### src/rtl/simon_pkg.sv
// Shared types for the Simon playback path: sequencer states and colour codes.
package simon_pkg;

    typedef enum logic [2:0] {
        IDLE,
        FETCH,
        WAIT_DATA,
        ON,
        GAP,
        DONE
    } play_state_t;

    typedef enum logic [1:0] {
        GREEN  = 2'd0,
        RED    = 2'd1,
        BLUE   = 2'd2,
        YELLOW = 2'd3
    } color_t;

    // One-hot LED pattern for a colour (bit n lights colour n).
    function automatic logic [3:0] color_onehot(input color_t c);
        return 4'b0001 << c;
    endfunction

endpackage

### src/rtl/simon_play_sequencer_if.sv
// Playback bus between the game FSM / sequence RAM side (master) and the sequencer (slave).
interface simon_play_sequencer_if #(
    parameter int unsigned LW = 5
);
    import simon_pkg::*;

    logic          start;
    logic          abort;
    logic [LW-1:0] seq_len;
    logic          step_rd;
    logic [LW-1:0] step_addr;
    logic [1:0]    step_data;
    logic [3:0]    led;
    logic          tone_en;
    color_t        tone_sel;
    logic          busy;
    logic          done;

    modport master (
        output start, abort, seq_len, step_data,
        input  step_rd, step_addr, led, tone_en, tone_sel, busy, done
    );

    modport slave (
        input  start, abort, seq_len, step_data,
        output step_rd, step_addr, led, tone_en, tone_sel, busy, done
    );

endinterface

### src/rtl/simon_tick_div.sv
// Timing prescaler: one-cycle tick every TICK_DIV cycles; clr restarts the phase.
module simon_tick_div #(
    parameter int unsigned TICK_DIV = 12000
) (
    input  logic clk,
    input  logic rst_n,
    input  logic clr,
    output logic tick
);
    localparam int unsigned CW = (TICK_DIV > 1) ? $clog2(TICK_DIV) : 1;
    localparam logic [CW-1:0] LAST = CW'(TICK_DIV - 1);

    logic [CW-1:0] cnt_q, cnt_d;
    logic          tick_q;

    // tick_q mirrors (cnt_q == LAST), computed one cycle ahead so it stays registered.
    always_comb begin
        cnt_d = cnt_q + CW'(1);
        if (clr || (cnt_q == LAST)) begin
            cnt_d = '0;
        end
    end

    always_ff @(posedge clk or negedge rst_n) begin
        if (!rst_n) begin
            cnt_q  <= '0;
            tick_q <= (TICK_DIV == 1);
        end else begin
            cnt_q  <= cnt_d;
            tick_q <= (cnt_d == LAST);
        end
    end

    assign tick = tick_q;

endmodule

### src/rtl/simon_play_sequencer.sv
// Simon sequence playback: fetches each colour from RAM and drives LED/tone with fixed on/gap timing.
// Optional SIMON_SPEEDUP_EN halves the on/gap durations for long sequences.
module simon_play_sequencer
    import simon_pkg::*;
#(
    parameter int unsigned TICK_DIV    = 12000,
    parameter int unsigned ON_TICKS    = 300,
    parameter int unsigned GAP_TICKS   = 100,
    parameter int unsigned MAX_LEN     = 31,
    parameter int unsigned SPEEDUP_LEN = 14
) (
    input  logic                  clk,
    input  logic                  rst_n,
    simon_play_sequencer_if.slave bus
);
    localparam int unsigned LW       = $clog2(MAX_LEN + 1);
    localparam int unsigned MAX_T    = (ON_TICKS > GAP_TICKS) ? ON_TICKS : GAP_TICKS;
    localparam int unsigned TW       = $clog2(MAX_T + 1);
    localparam int unsigned ON_FAST  = ((ON_TICKS >> 1) > 0) ? (ON_TICKS >> 1) : 1;
    localparam int unsigned GAP_FAST = ((GAP_TICKS >> 1) > 0) ? (GAP_TICKS >> 1) : 1;
`ifdef SIMON_SPEEDUP_EN
    localparam bit SPEEDUP_ON = 1'b1;
`else
    localparam bit SPEEDUP_ON = 1'b0;
`endif

    play_state_t   state_q, state_d;
    logic [LW-1:0] len_q, len_d;
    logic [LW-1:0] idx_q, idx_d;
    color_t        color_q, color_d;
    logic [TW-1:0] tcnt_q, tcnt_d;
    logic          fast_q, fast_d;

    logic          step_rd_q, step_rd_d;
    logic [LW-1:0] step_addr_q, step_addr_d;
    logic [3:0]    led_q, led_d;
    logic          tone_en_q, tone_en_d;
    color_t        tone_sel_q, tone_sel_d;
    logic          busy_q, busy_d;
    logic          done_q, done_d;

    logic          tick;
    logic          abort_c;
    logic [LW-1:0] len_req;
    logic [TW-1:0] on_load, gap_load;

    simon_tick_div #(.TICK_DIV(TICK_DIV)) u_tick_div (
        .clk   (clk),
        .rst_n (rst_n),
        .clr   (state_q == WAIT_DATA),
        .tick  (tick)
    );

    assign abort_c  = bus.abort && (state_q != IDLE);
    assign len_req  = (32'(bus.seq_len) > MAX_LEN) ? LW'(MAX_LEN) : bus.seq_len;
    assign on_load  = fast_q ? TW'(ON_FAST)  : TW'(ON_TICKS);
    assign gap_load = fast_q ? TW'(GAP_FAST) : TW'(GAP_TICKS);

    // Next-state and registered-output decode; outputs follow the state being entered.
    always_comb begin
        state_d = state_q;
        len_d   = len_q;
        idx_d   = idx_q;
        color_d = color_q;
        tcnt_d  = tcnt_q;
        fast_d  = fast_q;

        unique case (state_q)
            IDLE: begin
                if (bus.start && !bus.abort) begin
                    len_d   = len_req;
                    idx_d   = '0;
                    fast_d  = SPEEDUP_ON && (32'(len_req) >= SPEEDUP_LEN);
                    state_d = (len_req == '0) ? DONE : FETCH;
                end
            end
            FETCH: state_d = WAIT_DATA;
            WAIT_DATA: begin
                color_d = color_t'(bus.step_data);
                tcnt_d  = on_load;
                state_d = ON;
            end
            ON: begin
                if (tick) begin
                    if (tcnt_q == TW'(1)) begin
                        tcnt_d  = gap_load;
                        state_d = GAP;
                    end else begin
                        tcnt_d = tcnt_q - TW'(1);
                    end
                end
            end
            GAP: begin
                if (tick) begin
                    if (tcnt_q != TW'(1)) begin
                        tcnt_d = tcnt_q - TW'(1);
                    end else if (idx_q == len_q - LW'(1)) begin
                        state_d = DONE;
                    end else begin
                        idx_d   = idx_q + LW'(1);
                        state_d = FETCH;
                    end
                end
            end
            DONE:    state_d = IDLE;
            default: state_d = IDLE;
        endcase

        if (abort_c) begin
            state_d = IDLE;
            idx_d   = '0;
        end

        step_rd_d   = (state_d == FETCH);
        step_addr_d = idx_d;
        led_d       = (state_d == ON) ? color_onehot(color_d) : 4'b0000;
        tone_en_d   = (state_d == ON);
        tone_sel_d  = (state_d == ON) ? color_d : tone_sel_q;
        busy_d      = (state_d != IDLE);
        done_d      = (state_d == DONE);
        if (abort_c) begin
            tone_sel_d = GREEN;
        end
    end

    always_ff @(posedge clk or negedge rst_n) begin
        if (!rst_n) begin
            state_q     <= IDLE;
            len_q       <= '0;
            idx_q       <= '0;
            color_q     <= GREEN;
            tcnt_q      <= '0;
            fast_q      <= 1'b0;
            step_rd_q   <= 1'b0;
            step_addr_q <= '0;
            led_q       <= 4'b0000;
            tone_en_q   <= 1'b0;
            tone_sel_q  <= GREEN;
            busy_q      <= 1'b0;
            done_q      <= 1'b0;
        end else begin
            state_q     <= state_d;
            len_q       <= len_d;
            idx_q       <= idx_d;
            color_q     <= color_d;
            tcnt_q      <= tcnt_d;
            fast_q      <= fast_d;
            step_rd_q   <= step_rd_d;
            step_addr_q <= step_addr_d;
            led_q       <= led_d;
            tone_en_q   <= tone_en_d;
            tone_sel_q  <= tone_sel_d;
            busy_q      <= busy_d;
            done_q      <= done_d;
        end
    end

    assign bus.step_rd   = step_rd_q;
    assign bus.step_addr = step_addr_q;
    assign bus.led       = led_q;
    assign bus.tone_en   = tone_en_q;
    assign bus.tone_sel  = tone_sel_q;
    assign bus.busy      = busy_q;
    assign bus.done      = done_q;

endmodule

### src/flat_wrapper.sv
// flat-port wrapper written by rule: the top's interface ports become plain ports
module simon_play_sequencer_flat import simon_pkg::*;
#(
    parameter int unsigned TICK_DIV    = 12000,
    parameter int unsigned ON_TICKS    = 300,
    parameter int unsigned GAP_TICKS   = 100,
    parameter int unsigned MAX_LEN     = 31,
    parameter int unsigned SPEEDUP_LEN = 14
)
  (clk, rst_n, bus_start, bus_abort, bus_seq_len, bus_step_data, bus_step_rd, bus_step_addr, bus_led, bus_tone_en, bus_tone_sel, bus_busy, bus_done);
  simon_play_sequencer_if #(.LW(($clog2(MAX_LEN + 1)))) bus_i ();
  input  logic clk;
  input  logic rst_n;
  input wire logic [$bits(bus_i.start)-1:0] bus_start;
  input wire logic [$bits(bus_i.abort)-1:0] bus_abort;
  input wire logic [$bits(bus_i.seq_len)-1:0] bus_seq_len;
  input wire logic [$bits(bus_i.step_data)-1:0] bus_step_data;
  output wire logic [$bits(bus_i.step_rd)-1:0] bus_step_rd;
  output wire logic [$bits(bus_i.step_addr)-1:0] bus_step_addr;
  output wire logic [$bits(bus_i.led)-1:0] bus_led;
  output wire logic [$bits(bus_i.tone_en)-1:0] bus_tone_en;
  output wire logic [$bits(bus_i.tone_sel)-1:0] bus_tone_sel;
  output wire logic [$bits(bus_i.busy)-1:0] bus_busy;
  output wire logic [$bits(bus_i.done)-1:0] bus_done;
  assign bus_i.start = bus_start;
  assign bus_i.abort = bus_abort;
  assign bus_i.seq_len = bus_seq_len;
  assign bus_i.step_data = bus_step_data;
  assign bus_step_rd = bus_i.step_rd;
  assign bus_step_addr = bus_i.step_addr;
  assign bus_led = bus_i.led;
  assign bus_tone_en = bus_i.tone_en;
  assign bus_tone_sel = bus_i.tone_sel;
  assign bus_busy = bus_i.busy;
  assign bus_done = bus_i.done;
  simon_play_sequencer #(.TICK_DIV(TICK_DIV), .ON_TICKS(ON_TICKS), .GAP_TICKS(GAP_TICKS), .MAX_LEN(MAX_LEN), .SPEEDUP_LEN(SPEEDUP_LEN)) u_core (.clk(clk), .rst_n(rst_n), .bus(bus_i));
endmodule
### config.mk
export PLATFORM = sky130hd
export DESIGN_NAME = simon_play_sequencer_flat
export DESIGN_NICKNAME = d
export VERILOG_FILES = /design/src/rtl/simon_pkg.sv /design/src/rtl/simon_play_sequencer_if.sv /design/src/rtl/simon_tick_div.sv /design/src/rtl/simon_play_sequencer.sv /design/src/flat_wrapper.sv
export SDC_FILE = /design/constraint.sdc
export NUM_CORES = 1
export LEC_CHECK = 0
export ABC_AREA = 1
export BUFFER_PORTS_ARGS = -buffer_cell sky130_fd_sc_hd__clkbuf_2
export CAP_MARGIN = 40
export CORE_UTILIZATION = 55
export CTS_CLUSTER_SIZE = 8
export DETAILED_ROUTE_END_ITERATION = 8
export PLACE_DENSITY = 0.75
export SLEW_MARGIN = 20
export SYNTH_ARGS = -nofsm -noshare
export SYNTH_HDL_FRONTEND = slang
export SYNTH_SLANG_ARGS = --single-unit
### constraint.sdc
create_clock -name clk -period 3.05 [get_ports clk]
set_input_delay 0.1525 -clock clk [delete_from_list [all_inputs] [get_ports clk]]
set_output_delay 0.1525 -clock clk [all_outputs]
set_load 0.05 [all_outputs]
==> impl_metrics.csv <==
group,metric,value,unit
critical_path,slowest_stage,"dfrtp_1",
outcome,outcome,"finished, final reports clean",
critical_path,critPathLaunchType,"flip-flop",
timing,finalHoldViolCount,0,
power_and_ir_drop,p_leak,1.60,nW
synth,synth-seq-cells,49,
timing,relSlewSlack,0.667,
grt,antenna_found_initial,0,
timing,setup_violations,0,
timing,drv_slew,0,
timing,timing.final.crit_period,1.84,ns
timing,setup_tns,0,ns
critical_path,cp_max_fo,11,
placed_design,place.gp.congestion,0.881,
critical_path,end_kind,"flip-flop",
power_and_ir_drop,p_per_area,733,nW/um^2
timing,fmax,544,MHz
final_layout,fin_util,0.654,
synth,synthTopCellsByArea,"dfrtp_1, nand2_1, nor2_1, inv_1, nand3_1",
timing,fin_crit_sh,0.602,
critical_path,slowest_delay,0.39,ns
synth,yosys_warnings,0,
clocking,cts_max_level,2,
timing,grt_setup_unrepaired,"no",
placed_design,port_buffers,25,
critical_path,path_cells,"inv_1, ha_1, nand3b_1, nor2_2, nand2_1, nand3_4, nand2_2, nand2_2, inv_2, nand2_1, nand2_1, inv_1, nor2_1",
critical_path,path_delay_family,"simple AND/OR/NAND/NOR gates",
final_layout,drive_gt1_frac,0.196,
timing,setup_slack,1.21,ns
floorplanning,rows,25,
clocking,cts_hold_buf,1,
routing,wl_per_cell,12.1,microns
routing,antenna_left,0,
floorplanning,core,4820,sq um
routing,via_per_inst,5.10,
floorplanning,boundaryPins,26,
clocking,cts_buffer_depth,2,
routing,drt_first_pass_iters,4,
run,cap_violations,0,
synth,ys_seq_area_frac,0.438,
synth,synth_area,2800,sq um
final_layout,fillers,435,
routing,route.vias.total,2343,
critical_path,cpMostUsedCell,"nand2_1",
final_layout,fin_nets,407,
grt,grt_usage,0.232,
clocking,clk_pin_slew,0.10,ns
clocking,cts-buffers-inserted,5,
synth,synth_nets,374,
critical_path,path_buf_inv,3,
clocking,clkLatencyLatePin,0.31,ns
synth,synth.avg_cell_area,7.83,sq um
power_and_ir_drop,irDropWorstVdd,503,uV
floorplanning,die-width,73.4,microns
clocking,postCtsSetupBuffers,0,
grt,grt_pass1_wl,9600,microns
timing,fin_skew,0.0153,ns
final_layout,diodes,0,
clocking,post_cts_resize_count,0,
routing,drt_iter0_drc,141,
placed_design,place_ws,1.25,ns
critical_path,r2r_slack,1.21,ns
grt,grt_max_degree,31,
floorplanning,die-height,73.4,microns
synth,synth_top_area_cell,"dfrtp_1",
routing,routed_wl,5550,microns
critical_path,cp.arrival,2.05,ns
routing,drc,0,
timing,tightest_slew,0.495,ns
grt,grt_pass1_vias,2287,
placed_design,place_hpwl,4110,microns
critical_path,critPathKind,"reg -> reg",
critical_path,cp.required,3.26,ns
clocking,ctsRootBufferMaster,"clkbuf_8",
grt,gr-total-overflow,0,
floorplanning,dieArea,5380,sq um
synth,synth_cell_type_count,38,
floorplanning,initial_utilization,0.582,
clocking,clock-sinks,49,
final_layout,final_common_cell,"nand2_1",
clocking,cts_tree,"yes",
worst_hold_path,min_path_type,"in -> reg",
final_layout,final_cell_mix,"nand2_1, dfrtp_1, nor2_1",
synth,postSynthCellCount,358,
synth,yosys.area.top_type_share,0.438,
final_layout,area_growth,12.4,%
worst min-delay path, delay by kind of cell:
kind,cells,cell delay [ns]
buffers and inverters,1,0.09
and+or+nand+nor,2,0.10
state kept, by name (all words and copies together), names as in the netlist, 2 cells and up:
signal / count
u_core.u_tick_div.cnt_q: 14
u_core.idx_q: 5
u_core.bus.tone_sel: 2
u_core.tcnt_q: 9
u_core.state_q: 3
u_core.color_q: 2
u_core.bus.led: 4
u_core.len_q: 5
synthesized netlist by cell type (all sizes together):
cell type / instances
nand4: 7
clkbuf: 1
nor3: 8
dfrtp: 49
nand3: 26
a21oi: 8
buf: 1
xor2: 9
nand2: 91
nor2: 57
mux2i: 1
ha: 5
o21ai: 19
nand3b: 2
or2: 4
a22oi: 1
o21bai: 2
inv: 57
xnor2: 4
nor4: 2
a22o: 1
o22ai: 2
a31oi: 1
routing by layer:
metal,vias up,global-route usage,part of all wire
li1,1198,-,-
met1,1097,0.288,0.46
met2,38,0.414,0.49
met3,10,0.0412,0.029
met4,0,0.0684,0.016
met5,-,0,0
path summary, 6_finish.rpt:
kind,start,endpoint,cells after the start
max,u_core.tcnt_q[1]$_DFFE_PN0P_,u_core.tcnt_q[4]$_DFFE_PN0P_,13
min,bus_seq_len[4],u_core.len_q[4]$_DFFE_PN0P_,3
max reg2reg,u_core.tcnt_q[1]$_DFFE_PN0P_,u_core.tcnt_q[4]$_DFFE_PN0P_,13
min reg2reg,u_core.len_q[4]$_DFFE_PN0P_,u_core.len_q[4]$_DFFE_PN0P_,2
max in group asynchronous,rst_n,u_core.u_tick_div.cnt_q[8]$_DFF_PN0_,4
min in group asynchronous,rst_n,u_core.len_q[2]$_DFFE_PN0P_,2
where the power goes:
| part | total (mW) | internal [mW] | switching (mW) |
|---|---|---|---|
| Combinational | 0.919 | 0.293 | 0.626 |
| Clock | 0.484 | 0.250 | 0.234 |
| Sequential | 0.905 | 0.790 | 0.115 |
| Total | 2.31 | 1.33 | 0.974 |
layout make-up:
class,instances,area (sq um),area share
well taps,67,83.8,0.0266
repair buffers,28,163,0.0517
flip-flops and latches,49,1230,0.390
multi-input cells,250,1340,0.426
clock inverters,3,47.5,0.0151
inverters,57,216,0.0688
clock buffers,5,68.8,0.0219
per-stage QoR:
stage / instances / total power [mW] / hold WS (ns) / area (sq um)
2_1_floorplan: 358 / 1.63 / -0.143 / 2800
3_3_place_gp: 449 / 1.80 / 0.272 / 3000
3_5_place_dp: 449 / 1.82 / 0.257 / 3000
4_1_cts: 458 / 2.32 / 0.0588 / 3130
5_1_grt: 459 / 2.48 / 0.0801 / 3150
6_report: 459 / 2.31 / 0.0637 / 3150
cell families (layout without fill, tap and decap cells):
group	after synthesis	after routing	share of synthesized area
AOI/OAI and AO/OA	34	34	0.0782
xor gates and xnor gates	13	13	0.0406
adders and majority gates	5	5	0.0223
buffers and inverters	59	93	0.0831
DFF	49	49	0.438
muxes	1	1	0.00357
and+or+nand+nor	197	197	0.335
No activity file was read; power rests on OpenSTA's default activity.
